### src/rtl/fifo_dma_pkg.sv
// Shared definitions for the FIFO-to-memory byte sequencer.
//   - FSM state encodings
//   - default FIFO read-settle latency
//   - memory write beat payload and its byte-lane builder
package fifo_dma_pkg;

  localparam int unsigned FIFO_LAT_DEF = 4;

  typedef enum logic [2:0] {
    ST_IDLE  = 3'd0,
    ST_WAIT  = 3'd1,
    ST_POP   = 3'd2,
    ST_WRITE = 3'd3,
    ST_DONE  = 3'd4
  } state_e;

  // One 16-bit memory write: data plus per-lane byte enables.
  typedef struct packed {
    logic        we_hi;
    logic        we_lo;
    logic [15:0] di;
  } mem_beat_t;

  // Even byte addresses live in the high lane, odd in the low lane;
  // the byte is replicated so either lane sees it.
  function automatic mem_beat_t lane_beat(input logic [7:0] b, input logic odd);
    mem_beat_t beat;
    beat.we_hi = ~odd;
    beat.we_lo = odd;
    beat.di    = {b, b};
    return beat;
  endfunction

endpackage

### src/rtl/fifo_dma_wr.sv
// Byte-lane write port holder.
// Captures address/data/byte-enables when a write is launched and holds
// them, together with mem_req, until the arbiter acknowledges.
//   clk, rst          : clock (falling edge active), sync active-high reset
//   load              : launch a write with ptr/data
//   flush             : drop an outstanding request (abort)
//   ack               : arbiter grant, write completes this cycle
//   ptr, data         : byte address and byte to write
//   mem_req .. we_lo  : registered memory port
module fifo_dma_wr
  import fifo_dma_pkg::*;
#(
  parameter int unsigned ADDR_W = 17
) (
  input  logic              clk,
  input  logic              rst,
  input  logic              load,
  input  logic              flush,
  input  logic              ack,
  input  logic [ADDR_W-1:0] ptr,
  input  logic [7:0]        data,
  output logic              mem_req,
  output logic [ADDR_W-2:0] mem_addr,
  output logic [15:0]       mem_di,
  output logic              mem_we_hi,
  output logic              mem_we_lo
);

  logic              req_q,  req_d;
  logic [ADDR_W-2:0] addr_q, addr_d;
  mem_beat_t         beat_q, beat_d;

  // Launch / hold / release of the request and its payload.
  always_comb begin
    req_d  = req_q;
    addr_d = addr_q;
    beat_d = beat_q;
    if (load) begin
      req_d  = 1'b1;
      addr_d = ptr[ADDR_W-1:1];
      beat_d = lane_beat(data, ptr[0]);
    end else if (flush || (req_q && ack)) begin
      // Address and data stay put; only the strobes are released.
      req_d        = 1'b0;
      beat_d.we_hi = 1'b0;
      beat_d.we_lo = 1'b0;
    end
  end

  always_ff @(negedge clk) begin
    if (rst) begin
      req_q  <= 1'b0;
      addr_q <= '0;
      beat_q <= '0;
    end else begin
      req_q  <= req_d;
      addr_q <= addr_d;
      beat_q <= beat_d;
    end
  end

  assign mem_req   = req_q;
  assign mem_addr  = addr_q;
  assign mem_di    = beat_q.di;
  assign mem_we_hi = beat_q.we_hi;
  assign mem_we_lo = beat_q.we_lo;

endmodule

### src/rtl/fifo_dma.sv
// Background sequencer draining the byte FIFO into 16-bit shared memory.
// Registers update on the falling clock edge to line up with the FIFO.
//   clk, rst             : clock, synchronous active-high reset
//   start, abort         : transfer control
//   dst_addr, len        : byte start address and byte count (sampled on start)
//   busy, done, xfer_cnt : status
//   fifo_empty, fifo_do  : FIFO head flag/data
//   fifo_oe              : FIFO pop pulse
//   mem_*                : request/ack byte write port
module fifo_dma
  import fifo_dma_pkg::*;
#(
  parameter int unsigned ADDR_W   = 17,
  parameter int unsigned LEN_W    = 12,
  parameter int unsigned FIFO_LAT = FIFO_LAT_DEF
) (
  input  logic              clk,
  input  logic              rst,
  input  logic              start,
  input  logic              abort,
  input  logic [ADDR_W-1:0] dst_addr,
  input  logic [LEN_W-1:0]  len,
  output logic              busy,
  output logic              done,
  output logic [LEN_W-1:0]  xfer_cnt,
  input  logic              fifo_empty,
  input  logic [7:0]        fifo_do,
  output logic              fifo_oe,
  output logic              mem_req,
  input  logic              mem_ack,
  output logic [ADDR_W-2:0] mem_addr,
  output logic [15:0]       mem_di,
  output logic              mem_we_hi,
  output logic              mem_we_lo
);

  localparam int unsigned SET_W = (FIFO_LAT < 1) ? 1 : $clog2(FIFO_LAT + 1);

  state_e            state_q, state_d;
  logic [ADDR_W-1:0] ptr_q, ptr_d;
  logic [LEN_W-1:0]  remain_q, remain_d;
  logic [LEN_W-1:0]  xfer_cnt_q, xfer_cnt_d;
  logic [7:0]        data_q, data_d;
  logic [SET_W-1:0]  settle_q, settle_d;
  logic              busy_q, busy_d;
  logic              done_q, done_d;
  logic              fifo_oe_q, fifo_oe_d;

  logic              accept_c;
  logic              wr_ack_c;
  logic              wr_load_c;
  logic              wr_flush_c;

  // A start is taken only from IDLE, and a coincident abort suppresses it.
  assign accept_c = (state_q == ST_IDLE) && start && !abort;
  // Write completes in the ack cycle even if abort arrives alongside it.
  assign wr_ack_c = (state_q == ST_WRITE) && mem_ack;

  // State register.
  always_ff @(negedge clk) begin
    if (rst) state_q <= ST_IDLE;
    else     state_q <= state_d;
  end

  // Next-state logic; abort overrides every active state.
  always_comb begin
    state_d = state_q;
    if ((state_q != ST_IDLE) && abort) begin
      state_d = ST_IDLE;
    end else begin
      case (state_q)
        ST_IDLE:  if (accept_c) state_d = (len == '0) ? ST_DONE : ST_WAIT;
        ST_WAIT:  if (!fifo_empty && (settle_q == '0)) state_d = ST_POP;
        ST_POP:   state_d = ST_WRITE;
        ST_WRITE: if (mem_ack) state_d = (remain_q == LEN_W'(1)) ? ST_DONE : ST_WAIT;
        ST_DONE:  state_d = ST_IDLE;
        default:  state_d = ST_IDLE;
      endcase
    end
  end

  // Registered outputs follow the state being entered.
  always_comb begin
    busy_d     = 1'b0;
    done_d     = 1'b0;
    fifo_oe_d  = 1'b0;
    wr_load_c  = 1'b0;
    wr_flush_c = 1'b0;
    busy_d     = (state_d != ST_IDLE);
    done_d     = (state_d == ST_DONE);
    fifo_oe_d  = (state_d == ST_POP);
    wr_load_c  = (state_q == ST_POP) && (state_d == ST_WRITE);
    wr_flush_c = abort;
  end

  // Pointer, length, progress count, data latch and settle timer.
  always_comb begin
    ptr_d      = ptr_q;
    remain_d   = remain_q;
    xfer_cnt_d = xfer_cnt_q;
    data_d     = data_q;
    settle_d   = (settle_q != '0) ? settle_q - SET_W'(1) : settle_q;

    if (accept_c) begin
      ptr_d      = dst_addr;
      remain_d   = len;
      xfer_cnt_d = '0;
    end

    if ((state_q == ST_WAIT) && (state_d == ST_POP)) data_d = fifo_do;

    // The pop has already happened, so the FIFO needs its settle time
    // even if this cycle is aborted.
    if (state_q == ST_POP) settle_d = SET_W'(FIFO_LAT);

    if (wr_ack_c) begin
      ptr_d      = ptr_q + ADDR_W'(1);
      remain_d   = remain_q - LEN_W'(1);
      xfer_cnt_d = xfer_cnt_q + LEN_W'(1);
    end
  end

  always_ff @(negedge clk) begin
    if (rst) begin
      ptr_q      <= '0;
      remain_q   <= '0;
      xfer_cnt_q <= '0;
      data_q     <= '0;
      settle_q   <= '0;
      busy_q     <= 1'b0;
      done_q     <= 1'b0;
      fifo_oe_q  <= 1'b0;
    end else begin
      ptr_q      <= ptr_d;
      remain_q   <= remain_d;
      xfer_cnt_q <= xfer_cnt_d;
      data_q     <= data_d;
      settle_q   <= settle_d;
      busy_q     <= busy_d;
      done_q     <= done_d;
      fifo_oe_q  <= fifo_oe_d;
    end
  end

  assign busy     = busy_q;
  assign done     = done_q;
  assign xfer_cnt = xfer_cnt_q;
  assign fifo_oe  = fifo_oe_q;

  fifo_dma_wr #(
    .ADDR_W (ADDR_W)
  ) u_wr (
    .clk       (clk),
    .rst       (rst),
    .load      (wr_load_c),
    .flush     (wr_flush_c),
    .ack       (mem_ack),
    .ptr       (ptr_q),
    .data      (data_q),
    .mem_req   (mem_req),
    .mem_addr  (mem_addr),
    .mem_di    (mem_di),
    .mem_we_hi (mem_we_hi),
    .mem_we_lo (mem_we_lo)
  );

endmodule

### config.mk
export PLATFORM = sky130hd
export DESIGN_NAME = fifo_dma
export DESIGN_NICKNAME = d
export VERILOG_FILES = /design/src/rtl/fifo_dma_pkg.sv /design/src/rtl/fifo_dma_wr.sv /design/src/rtl/fifo_dma.sv
export SDC_FILE = /design/constraint.sdc
export NUM_CORES = 1
export LEC_CHECK = 0
export CAP_MARGIN = 20
export CORE_UTILIZATION = 30
export DETAILED_ROUTE_END_ITERATION = 10
export GPL_TIMING_DRIVEN = 1
export PLACE_DENSITY = 0.65
export SYNTH_ARGS = -nofsm -noshare
export SYNTH_HDL_FRONTEND = slang
export SYNTH_SLANG_ARGS = --single-unit
### constraint.sdc
create_clock -name clk -period 2.45 [get_ports clk]
set_clock_uncertainty 0.05 [all_clocks]
set_input_delay 0.49 -clock clk [delete_from_list [all_inputs] [get_ports clk]]
set_output_delay 0.49 -clock clk [all_outputs]
set_load 0.02 [all_outputs]
# After elaboration in Yosys (flattened, before gate mapping)
# Cells that the tools add are included.
[totals] regBits=93 input_bits=43 output_inout_bits=50 word_cells=67
[classes] n_addsub=4 eq_ne=7 muxes=19 n_bitwise=1 reduce_logical=21
[op_table] operator="12-bit two-way mux" count=4
[op_table] operator="17-bit two-way mux" count=2
[op_table] operator="3-bit two-way mux" count=8
[op_table] operator="17-bit by 1-bit adder with 17-bit output, second input constant" count=1
[op_table] operator="12-bit by 1-bit adder with 12-bit output, second input constant" count=1
[op_table] operator="12-bit by 1-bit equality test with 1-bit output, second input constant" count=1
[op_table] operator="3-bit by 2-bit equality test with 1-bit output, second input constant" count=4
[op_table] operator="12-bit zero test" count=1
[op_table] operator="3-bit one-hot mux with 4 select lines" count=1
[op_table] operator="12-bit by 1-bit subtractor with 12-bit output, second input constant" count=1
[op_table] operator="3-bit nonzero test" count=3
[op_table] operator="1-bit logical AND" count=8
[op_table] operator="3-bit zero test" count=2
[op_table] operator="2-bit nonzero test" count=3
[op_table] operator="2-bit two-way mux" count=2
[op_table] operator="3-bit by 1-bit equality test with 1-bit output, second input constant" count=1
[op_table] operator="3-bit equality test, second input constant" count=1
[op_table] operator="3-bit by 1-bit subtractor with 3-bit output, second input constant" count=1
[op_table] operator="1-bit zero test" count=2
[op_table] operator="1-bit two-way mux" count=2
[op_table] operator="2-bit OR reduction" count=1
[op_table] operator="1-bit logical OR" count=1
[op_table] operator="1-bit inverter" count=1

# Depth between registers and ports, before layout
# Gate-level depths: netlist of run 1.
[logic_depth] word_depth=9 depth_mapped=8 depth_no_buf=8

# Cells and area by module
# A second synthesis of run 1 with hierarchy kept.
[hier_totals] hier_cells=459 area_unflattened_um2=4053.9
[by_module_without_submodules] mod="fifo_dma" n_inst=1 cells_per_inst=362 area_each_um2=2997.9 seq_area_each_um2=1161.1
[by_module_without_submodules] mod="fifo_dma_wr" n_inst=1 cells_per_inst=97 area_each_um2=1056.0 seq_area_each_um2=540.5

==> summary.md, run 1 <==
| Metric | Value |
|---|---|
| Synth Flop Type | dfxtp_1 |
| Sequential element share of the synthesized area | 43.1% |
| Synthesized net count | 531 |
| Synth Cell Area | 3950 um^2 |
| Violated checks | setup timing |
| Post-DP HPWL | 8.33 mm |
| WS Path Type | in2reg |
| Initial Util | 31.0% |
| Main combinational cell family by area after synthesis | simple AND/OR/NAND/NOR gates |
| Final hold violation count | 0 |
| Class of the worst hold path | reg2reg |
| Unrepaired setup endpoints after global routing | yes |
| Hold Path End | u_wr.mem_di[11] |
| R2R Path End | busy |
| CP Max Fanout | 3 |
| Row cnt | 41 |
| Setup_tns | -19510 ps |
| Cells on Worst Hold Path | 2 |
| Clk buf depth | 2 |
| MaxCap Viol Count | 0 |
| Reg clk slew, reported paths | 40 ps |
| Critical Path End Type | flip-flop |
| Async SR Flop Fraction | 0% |
| Final Util | 59.7% |
| Via Count | 4779 |
| CTS Hold Bufs | 0 |
| Number of global-route vias before repair | 5001 |
| Dpl cells | 773 |
| Yosys top cell by area | dfxtp_1 |
| CP max stage delay | 540 ps |
| Place WS | -1260 ps |
| Post-synth top area share | 43.1% |
| Area delta synth->final | 92.4% |
| Clk sink count | 85 |
| Adder-Cell Fraction of Synth Area | 2.22% |
| Wire length per cell | 16.2 um |
| Inserted Diodes | 0 |
| Post-DRT Antenna Nets | 0 |
| Cells on worst reg2reg path | 4 |
| Global Route Usage Sum | 22.0% |
| Max-slew headroom | 53.0% |
| Post-Synth Simple-Gate Area | 25.9% |
| Synth Register Bits | 85 |
| CP Data Required Time | 1440 ps |
| Static leakage | 3.30 nW |
| Total power draw | 4.07 mW |
| Post-synthesis mux area share | 2.28% |
| Finish-stage setup viols | 123 |
| Gr ovfl total | 0 |
| Share of cells above drive strength 1 | 48.0% |
| R2R Path Start | remain_q[6] |
| Die X-Extent | 117 um |
| Hold_sp | data_q[3] |
| H-Tree Depth | 3 |
| Power per cell area | 536 nW/um^2 |
| Post-DP Area | 5620 um^2 |
| Worst-path cell chain | buf_6 -> or4_4 -> or4b_4 -> a21oi_4 -> o311ai_2 |
| RePlAce Congestion | 0.811 |
| Startpoint types | input pin |
| # fillers | 1049 |
| I/O Buffers | 92 |
| Final Worst Setup Slack | -511 ps |
| R2R Setup Slk | 280 ps |
| Yosys Warn Count | 0 |
| XOR/XNOR Fraction of Synth Area | 1.33% |
| Drt via density | 5.13 |
| DRC errors left | 0 |
| Result of the run | complete, but fails checks |
| Peak supply drop | 0.309 mV |
| Compound-cell area share of the yosys netlist | 19.0% |
| Worst skew pair latency | 410 ps |
| TritonCTS clock tree | built |
| Root buffer cell | clkbuf_16 |
| First-pass GRT wire length | 23.1 mm |
| Worst-Margin Slew | 705 ps |
| Hold_ws | 403 ps |
| Initial antenna violation count | 1 |
| 1st-pass router iterations | 5 |
| Gate Count Post-Synth | 481 |
| # nets final | 805 |
| DR iter-0 viols | 266 |
| Slew Viols, Final | 0 |
| Main area contributors after synthesis | dfxtp_1 43%, nand2_1 8.2%, a21oi_1 6.1% |
| Die H | 117 um |
| Core ar. | 12700 um^2 |
| Total CTS buffers | 9 |
| IO Count | 93 |
| Pin count of the biggest net entering global routing | 30 |
| Netlist cell types | 59 |
| Final Cell Area | 7590 um^2 |
| Final wirelength | 15.1 mm |
| Post-synth EDFFs | 0 |
| Critical Path AT | 1950 ps |
| Die area | 13600 um^2 |
| Syn avg cell area | 8.21 um^2 |
| Slowest CP cell | or4b_4 |
| Finished Layout Cells | 932 |
## where the power goes
part           internal, mW  switching [mW]  leakage (nW)
Clock                  1.07           0.968         0.617
Sequential             1.43          0.0552         0.712
Combinational         0.290           0.254          1.97
Total                  2.80            1.28          3.30
## area by class of cell
| cell class | instances | area, um^2 | share of cell area, % |
|---|---|---|---|
| timing repair buffer | 216 | 2230 | 29.3 |
| multi-input combinational | 345 | 2700 | 35.6 |
| tap | 172 | 215 | 2.83 |
| clock inverter | 92 | 405 | 5.34 |
| inverter | 13 | 48.8 | 0.643 |
| sequential | 85 | 1770 | 23.3 |
| clock buffer | 9 | 225 | 2.97 |
## how the worst max path moves through the flow
stage / startpoint / endpoint / slack, ps / depth (start not counted)
6_report: len[1] / busy / -510 / 5
5_1_grt: len[1] / busy / -510 / 5
4_1_cts: len[3] / busy / -530 / 5
3_5_place_dp: len[4] / busy / -1260 / 5
3_3_place_gp: len[4] / busy / -1230 / 5
2_1_floorplan: len[4] / busy / -730 / 4
## state kept, by name, indices dropped and copies added (netlist names)
name / cells
ptr_q: 17
u_wr.mem_addr: 16
remain_q: 12
xfer_cnt: 12
data_q: 8
u_wr.mem_di: 8
settle_q: 3
state_q: 3
busy: 1
done: 1
fifo_oe: 1
u_wr.mem_req: 1
u_wr.mem_we_hi: 1
u_wr.mem_we_lo: 1
## synth_stat cells (all sizes together) (5+ instances only)
cell,n
dfxtp,85
and3,7
clkbuf,16
nor4,5
nor2,32
mux2i,9
nand3,21
or4,7
a21oi,49
inv,14
buf,22
or3,15
nand2,86
o21ai,7
a31oi,21
nor3,8
xor2,5
o211ai,13
ha,7
## critical path, delay by kind of cell
kind                   cells  cell delay, ps
AO/OA/AOI/OAI              2             300
buffers and inverters      1              90
AND/OR/NAND/NOR            2            1070
## placed cells by master, fill, tap and decap left out, types with 21 or more instances in the layout
cell,synthesis,layout
a21oi_2,1,31
nand2_1,86,51
nor2_1,31,28
a31oi_1,21,21
nand2_4,0,25
dfxtp_2,0,33
dfxtp_1,85,44
buf_6,0,74
buf_4,9,86
inv_1,14,101
clkdlybuf4s50_1,0,25
## layer usage
metal | global-route usage [%] | wire, um | vias to the layer above
li1 | - | - | 2287
met1 | 23.8 | 5960 | 2277
met2 | 36.7 | 7600 | 181
met3 | 8.35 | 1160 | 32
met4 | 12.7 | 348 | 2
met5 | 0 | 13 | -
## cells by family after synthesis
kind of cell | after synthesis
compound gates | 117
xor+xnor | 6
fa+ha+maj | 7
buf+inv | 52
flops | 85
mux | 9
simple gates | 205
## what timing repair did
item | in CTS | in global routing
buffers inserted | 27 | 25
setup endpoints to repair | 132 | 126
gates cloned | 8 | 1
pin swaps | 72 | 33
gates resized for setup | 520 | 64
Power figures use the tool's default switching activity.
==> inputs of run 2 (changes only) <==
CELL_PAD_IN_SITES_DETAIL_PLACEMENT = 1   (was not set)
CELL_PAD_IN_SITES_GLOBAL_PLACEMENT = 2   (was not set)
CORE_UTILIZATION = 29   (was 30)
PLACE_DENSITY = 0.92   (was 0.65)
==> run 2 against run 1 <==
  * The run still ends with setup timing left
  * Critical path depth is the same
  * Combinational power up 9.9%
  * Core utilization down 4.2 points
  * Global-route usage grew 2.5 points
  * First-iteration DRC count shrank 38%
  * Final cell count decreased by 0.86%
  * Largest cell class unchanged
==> summary.md, run 2 (same netlist as run 1, synthesis figures left out) <==
| Metric | Value |
|---|---|
| Row cnt | 42 (+2.4%) |
| Initial Util | 29.8% (-1.2 points) |
| Share of cells above drive strength 1 | 43.3% (-4.7 points) |
| Most frequent cells in the layout | 100 x inv_1, 80 x buf_6, 71 x nand2_1 |
| Inserted Diodes | 0 (unchanged) |
| Root buffer cell | clkbuf_16 |
| Drt via density | 5.20 (+1.5%) |
| TritonCTS clock tree | built |
| Result of the run | complete, but fails checks |
| Top reg by flops | ptr_q |
| Max-slew headroom | 54.0% (+1.0 points) |
| Gr ovfl total | 0 (unchanged) |
| RePlAce Congestion | 0.848 (+4.7%) |
| I/O Buffers | 92 (unchanged) |
| Hold_ws | 396 ps (-7.53 ps) |
| Post-DP HPWL | 9.63 mm (+16%) |
| Max FFs per register | 17 (unchanged) |
| Die X-Extent | 119 um (+1.7%) |
| Via Count | 4809 (+0.63%) |
| 1st-pass router iterations | 4 (-1) |
| Worst-Margin Slew | 689 ps (-15.1 ps) |
| Total CTS buffers | 9 (unchanged) |
| Post-DP Area | 5610 um^2 (-0.22%) |
| Total power draw | 3.98 mW (-2.3%) |
| Area delta synth->final | 86.3% |
| Finish-stage setup viols | 118 (-4.1%) |
| CP Data Required Time | 1430 ps (about the same) |
| Final Cell Area | 7350 um^2 (-3.2%) |
| Final wirelength | 17.5 mm (+16%) |
| Peak supply drop | 0.377 mV (+22%) |
| Wire length per cell | 18.9 um (+17%) |
| DRC errors left | 0 (unchanged) |
| CP max stage delay | 560 ps (+20 ps) |
| Power per cell area | 541 nW/um^2 (+0.90%) |
| Core ar. | 13200 um^2 (+4.1%) |
| Critical Path End Type | flip-flop |
| Slew Viols, Final | 0 (unchanged) |
| Unrepaired setup endpoints after global routing | yes |
| CP Max Fanout | 3 (unchanged) |
| Global Route Usage Sum | 24.4% (+2.5 points) |
| Setup_tns | -18400 ps (+1110 ps) |
| Initial antenna violation count | 1 (unchanged) |
| Worst-path cell chain | buf_6 -> or4_4 -> or4b_4 -> a21oi_4 -> o311ai_2 |
| Post-DRT Antenna Nets | 0 (unchanged) |
| Final hold violation count | 0 (unchanged) |
| DR iter-0 viols | 164 (-38%) |
| Class of the worst hold path | reg2reg |
| Startpoint types | input pin |
| WS Path Type | in2reg |
| Number of global-route vias before repair | 5436 (+8.7%) |
| Commonest non-fill, non-tap cell in the layout | inv_1 |
| Clk buf depth | 2 (unchanged) |
| Die H | 119 um (+1.7%) |
| Die area | 14100 um^2 (+3.4%) |
| IO Count | 93 (unchanged) |
| Clk sink count | 85 (unchanged) |
| Final Worst Setup Slack | -543 ps (-31.8 ps) |
| # nets final | 793 (-1.5%) |
| Critical Path AT | 1970 ps (+20 ps) |
| Reg clk slew, reported paths | 30 ps (about the same) |
| Static leakage | 3.19 nW (-3.3%) |
| Pin count of the biggest net entering global routing | 37 (+23%) |
| H-Tree Depth | 3 (unchanged) |
| Slowest CP cell | or4b_4 |
| Worst skew pair latency | 430 ps (+20 ps) |
| Violated checks | setup timing |
| MaxCap Viol Count | 0 (unchanged) |
| First-pass GRT wire length | 26.8 mm (+16%) |
==> run 2: cell count changes in the layout (fill, tap and decap cells not counted), moves of 6 or more <==
cell / before / now
a21oi_1: 15 / 37
a21oi_2: 31 / 10
buf_4: 86 / 69
buf_6: 74 / 80
dfxtp_2: 33 / 39
dfxtp_4: 8 / 2
nand2_1: 51 / 71
nand2_4: 25 / 4
==> run 2: power by group <==
part,leakage (nW),total (mW),switching [mW],internal [mW]
registers,0.711,1.50,0.0589,1.44
clock network,0.592,1.89,1.02,0.865
logic,1.89,0.598,0.294,0.303
total,3.19,3.98,1.37,2.61
==> run 2: repair_timing <==
item / 4_1_cts / 5_1_grt
hold buffers: 0 / 0
pin swaps: 60 / 57
cloned: 7 / 0
endpoints found under the setup margin: 132 / 128
gates resized for setup: 483 / 64
buffers inserted: 29 / 26
==> run 2: layout make-up <==
type / count / area, um^2
Inverter: 13 / 48.8
Tap cell: 176 / 220
Multi-Input combinational cell: 345 / 2610
Sequential cell: 85 / 1760
Clock buffer: 9 / 225
Clock inverter: 92 / 359
Fill cell: 1524 / 5890
Timing Repair Buffer: 204 / 2130
==> run 2: worst max-delay path: cells and delay by family <==
kind            cells  cell delay (ps)
buf+inv             1               90
compound gates      2              300
simple gates        2             1090
==> run 2: path summary, 6_finish.rpt <==
path | depth (start not counted) | endpoint | from | slack, ps
min reg2reg | 2 | u_wr.mem_di[8] | data_q[0] | 400
max reg2reg | 4 | busy | remain_q[6] | 140
max | 5 | busy | len[6] | -540
min | 2 | u_wr.mem_di[8] | data_q[0] | 400
==> run 2: stage by stage <==
step           instances  utilization, %  setup slack [ps]
5_1_grt              924            55.5              -563
3_3_place_gp         773            42.4             -1240
6_report             924            55.5              -543
3_5_place_dp         773            42.4             -1340
2_1_floorplan        481               -              -732
4_1_cts              908            52.7              -571
==> run 2: layer usage <==
layer  wire length, um  GRT usage, %  part of all wire [%]
met1              6900          25.8                    39
met2              9210          41.9                    53
met3               740          7.87                   4.2
met4               614          15.5                   3.5
met5                15             0                 0.086
